## config.mk

```make
export PLATFORM = sky130hd
export DESIGN_NAME = acq_frame_ctrl
export DESIGN_NICKNAME = d
export VERILOG_FILES = /design/src/rtl/acq_frame_ctrl.sv
export SDC_FILE = /design/constraint.sdc
export NUM_CORES = 1
export LEC_CHECK = 0
export BUFFER_PORTS_ARGS = -buffer_cell sky130_fd_sc_hd__clkbuf_2
export CORE_MARGIN = 1.5
export CORE_UTILIZATION = 55
export CTS_CLUSTER_SIZE = 24
export DETAILED_ROUTE_END_ITERATION = 8
export HOLD_SLACK_MARGIN = 0.05
export PLACE_DENSITY_LB_ADDON = 0.25
export SLEW_MARGIN = 20
export SYNTH_ARGS = -nofsm -noshare
export SYNTH_HDL_FRONTEND = slang
export SYNTH_SLANG_ARGS = --single-unit
```

## constraint.sdc

```tcl
create_clock -name clk -period 3 [get_ports clk]
set_input_delay 0.15 -clock clk [delete_from_list [all_inputs] [get_ports clk]]
set_output_delay 0.15 -clock clk [all_outputs]
set_load 0.05 [all_outputs]
```

## src/rtl/acq_frame_ctrl.sv

```systemverilog
// acq_frame_ctrl: frame tick generator with decimated capture into a time buffer.
// Define ACQ_FRAME_TRIGGER_EN for a level-triggered ARM state ahead of capture.
module acq_frame_ctrl #(
   parameter int CLK_HZ   = 100000000,
   parameter int FRAME_HZ = 10,
   parameter int DATA_W   = 16,
   parameter int DEPTH    = 1024,
   parameter int ADDR_W   = 10,
   parameter int DECIM_W  = 3
) (
   input  logic               clk,
   input  logic               reset_n,
   input  logic               enable,
   input  logic [DECIM_W-1:0] decim,
   input  logic               sample_valid,
   input  logic [DATA_W-1:0]  sample_data,
`ifdef ACQ_FRAME_TRIGGER_EN
   input  logic [DATA_W-1:0]  trig_level,
`endif
   output logic               buf_en,
   output logic               buf_we,
   output logic [ADDR_W-1:0]  buf_addr,
   output logic [DATA_W-1:0]  buf_din,
   output logic               frame_start,
   output logic               frame_done,
   output logic               busy,
   output logic [7:0]         overrun_cnt
);

   localparam int PRESC = CLK_HZ / FRAME_HZ;
   localparam int PW    = $clog2(PRESC);

`ifdef ACQ_FRAME_TRIGGER_EN
   typedef enum logic [1:0] {IDLE, ARM, CAPTURE, DONE} state_t;
   localparam state_t START = ARM;
`else
   typedef enum logic [1:0] {IDLE, CAPTURE, DONE} state_t;
   localparam state_t START = CAPTURE;
`endif

   state_t             state, state_n;
   logic               rst_m, rst_s;
   logic [PW-1:0]      pcnt;
   logic               tick;
   logic [ADDR_W-1:0]  addr;
   logic [DECIM_W-1:0] dcnt, decim_q;
   logic               last_wr, wr, step, load;

   // release is re-timed to clk; assertion stays asynchronous
   always_ff @(posedge clk or negedge reset_n) begin
      if (!reset_n) begin
         rst_m <= 1'b0;
         rst_s <= 1'b0;
      end else begin
         rst_m <= 1'b1;
         rst_s <= rst_m;
      end
   end

   assign tick    = (pcnt == PW'(PRESC - 1));
   assign last_wr = buf_we && (buf_addr == ADDR_W'(DEPTH - 1));

`ifdef ACQ_FRAME_TRIGGER_EN
   logic [DATA_W:0] mag;
   logic            hit;

   always_comb begin
      mag = {1'b0, sample_data};
      if (sample_data[DATA_W-1])
         mag = {1'b0, ~sample_data} + (DATA_W+1)'(1);
      hit = sample_valid && (mag >= {1'b0, trig_level});
   end
`endif

   always_ff @(posedge clk or negedge rst_s) begin
      if (!rst_s) state <= IDLE;
      else        state <= state_n;
   end

   // last write must see buf_en high, so DONE follows it by a cycle
   always_comb begin
      state_n = state;
      wr      = 1'b0;
      step    = 1'b0;
      load    = 1'b0;
      unique case (state)
         IDLE: begin
            if (tick && enable) begin
               state_n = START;
               load    = 1'b1;
            end
         end
`ifdef ACQ_FRAME_TRIGGER_EN
         ARM: begin
            if (!enable) begin
               state_n = IDLE;
            end else if (hit) begin
               state_n = CAPTURE;
               wr      = 1'b1;
               step    = 1'b1;
            end else if (tick) begin
               load = 1'b1;
            end
         end
`endif
         CAPTURE: begin
            if (!enable) begin
               state_n = IDLE;
            end else if (last_wr) begin
               state_n = DONE;
            end else if (sample_valid) begin
               step = 1'b1;
               wr   = (dcnt == '0);
            end
         end
         DONE:    state_n = IDLE;
         default: state_n = IDLE;
      endcase
   end

   always_ff @(posedge clk or negedge rst_s) begin
      if (!rst_s) begin
         pcnt        <= '0;
         addr        <= '0;
         dcnt        <= '0;
         decim_q     <= '0;
         buf_we      <= 1'b0;
         buf_addr    <= '0;
         buf_din     <= '0;
         frame_start <= 1'b0;
         overrun_cnt <= '0;
      end else begin
         pcnt        <= tick ? '0 : pcnt + 1'b1;
         buf_we      <= wr;
         frame_start <= (state_n == CAPTURE) && (state != CAPTURE);
         if (tick && state != IDLE && overrun_cnt != 8'hff)
            overrun_cnt <= overrun_cnt + 1'b1;
         if (load) begin
            addr    <= '0;
            dcnt    <= '0;
            decim_q <= decim;
         end
         if (step)
            dcnt <= (dcnt == decim_q) ? '0 : dcnt + 1'b1;
         if (wr) begin
            buf_addr <= addr;
            buf_din  <= sample_data;
            addr     <= addr + 1'b1;
         end
      end
   end

   assign buf_en     = (state == CAPTURE);
   assign frame_done = (state == DONE);
   assign busy       = (state != IDLE);

endmodule
```

==> qor.csv <==
metric;value;unit
maxSlewHeadroom;45.46;%
syn_area;3520;um^2
slowest_delay;0.69;ns
finClkSkew;0.01095;ns
ff2ff_path_depth;6;
setup.worst_path.start_class;flip-flop;
dieArea;6888;um^2
synth.yosys.seq_area_share;56.88;%
ys.flop_type;dfrtp_1;
grt_start_max_net_pins;33;
finalHoldViolCount;0;
arrival;2.68;ns
synth-seq-cells;80;
ir_drop;371.1;uV
synth.distinct_cells;44;
end_kind;flip-flop;
critical_path.cell_chain;ha_1, nand3_2, or4_1, nor3_4, nor2_2, a211o_1;
reg2reg_from;pcnt[0];
status;complete, no violations;
drive_gt1_share;21.64;%
synth_edf_count;0;
syn_to_final_growth;22.82;%
power.density;466.6;nW/um^2
finalCriticalPeriod;2.444;ns
yosys_warnings;0;
die_y;83.00;um
yosys.area.top_type;dfrtp_1;
cts.clk_slew.worst_paths;0.08;ns
diodes;0;
yosys-top-cells-area;dfrtp_1 (57%), nand2_1 (10%), xnor2_1 (4.7%);
crit_cells;6;
syn_area_per_cell;10.20;um^2
tightest_slew;0.8106;ns
synth_cells;345;
yosysTopAreaCellShare;56.88;%
clock-root-buffer;clkbuf_8;
clock_path_buffers;2;
crit_start;pcnt[0];
rows;28;
dp_slack;0.5586;ns
htreeDepth;3;
io_pins;62;
grt_overflow;0;
postRouteAntennaNets;0;
place_hpwl;4681;um
post_dp_cell_area;3925;um^2
grt_pass1_wl;12670;um
crit_slowest_cell;or4_1;
insertion_delay;0.35;ns
die_w;83.00;um
detail_route.first_pass.iterations;4;
grt_pass1_vias;2749;
setup_viol;0;
cts_tree;yes;
hold_path_depth;3;
final_cell_mix;nand2_1 (94), dfrtp_1 (79), clkbuf_2 (61), nand3_1 (23), dlygate4sd3_1 (20);
grt_antenna_before_repair;0;
holdCritPathClass;input port to flip-flop;
drv_cap;0;
start_util;58.07;%
tns;0;ns
drv_slew;0;
grt_usage;22.41;%
drc;0;
setup_slack;0.5561;ns
avgRoutedWirePerCell;13.79;um
synthesis.nets;373;
place_congestion;0.7484;
drt_wl_total;7089;um
critPathKind;flip-flop to flip-flop;
io_buffers;61;
design_area;4323;um^2
grt_setup_unrepaired;false;
synth-async-reset-ratio;100.0;%
final_core_util;71.33;%
worst-path-buf-inv;0;
critical_path.top_delay_family;simple AND/OR/NAND/NOR gates;
cts_buffers;9;
vias;2789;
cts-resized-gates;0;
via_per_inst;5.426;
drtIter0Drc;183;
final_common_cell;nand2_1;
power.leakage;2.306;nW
cp_max_fo;8;
nets;462;
cp.required;3.24;ns
hold_start;enable;
cts_sinks;80;
core;6061;um^2
fillers;445;
timing.fmax;409.2;MHz
period_share;81.46;%
-- power by group --
group / total, W / switching, W / internal [W] / leakage (nW)
clock network: 0.000789 / 0.000383 / 0.000406 / 0.0993
registers: 0.00111 / 0.0000178 / 0.00109 / 1.09
logic: 0.000118 / 0.0000696 / 0.0000481 / 1.11
-- worst min-delay path: stages --
cell,delay (ns)
clkbuf_2,0.13
nand2_1,0.07
nor2_1,0.04
-- state kept, by name, summed over array words and instances, names as in the netlist --
name / cells
pcnt: 24
buf_din: 16
addr: 10
buf_addr: 10
overrun_cnt: 8
dcnt: 3
decim_q: 3
state: 2
buf_we: 1
frame_start: 1
rst_m: 1
rst_s: 1
-- metrics by stage --
stage | power, W | instances | hold slack, ns
after detailed placement | 0.001230 | 478 | -0.06082
after global routing | 0.002095 | 514 | 0.07269
after CTS | 0.002029 | 514 | 0.05245
after global placement | 0.001227 | 478 | -0.06304
after floorplan | 0.001191 | 345 | -0.1456
final | 0.002017 | 514 | 0.06915
-- layout make-up --
type                    instances  area [um^2]  area share [%]
flip-flops and latches         80         2003           46.34
multi-input cells             249         1455           33.66
repair buffers                 86        543.0           12.56
clock buffers                  11        141.4           3.271
well taps                      75        93.84           2.171
clock inverters                 5        56.30           1.302
inverters                       8        30.03          0.6946
-- cells in the mapped netlist (all sizes together), types with 4 or more instances --
cell / instances
o21ai: 7
nor2: 20
xnor2: 19
clkbuf: 5
inv: 8
nor3: 8
xor2: 11
or3: 4
ha: 5
nand4: 9
dfrtp: 80
and3: 5
nor2b: 4
mux2: 6
nand3: 25
nand2: 94
-- repair_timing --
| action | CTS | global route |
|---|---|---|
| hold endpoints to repair | 21 | 0 |
| buffers inserted | 0 | 0 |
| hold buffers | 20 | 0 |
-- layer usage --
layer	vias to the layer above	global-route usage (%)	wire (um)	part of all wire (%)
li1	1344	-	-	-
met1	1350	30.77	3258	46
met2	83	35.48	3364	47
met3	12	6.064	375	5.3
met4	0	6.061	91	1.3
met5	-	0	0	0
-- path summary, 6_finish.rpt --
path	endpoint	slack, ns
min	state[1]	0.07
max in group asynchronous	pcnt[4]	1.93
max	addr[3]	0.56
min in group asynchronous	rst_m	0.11
min reg2reg	buf_din[8]	0.28
max reg2reg	addr[3]	0.56
-- kinds of logic (layout without fill, tap and decap cells) --
| family | Yosys count | after routing | synth area share (%) |
|---|---|---|---|
| buffers and inverters | 16 | 110 | 1.777 |
| XOR/XNOR | 30 | 30 | 7.465 |
| multiplexers | 8 | 8 | 2.488 |
| AND/OR/NAND/NOR | 185 | 185 | 25.56 |
| flip-flops | 80 | 80 | 56.88 |
| adder cells (fa/ha/maj) | 5 | 5 | 1.777 |
| AO/OA/AOI/OAI | 20 | 20 | 3.946 |
| other | 1 | 1 | 0.1065 |
Note: power is estimated with default switching activity, not from simulation.
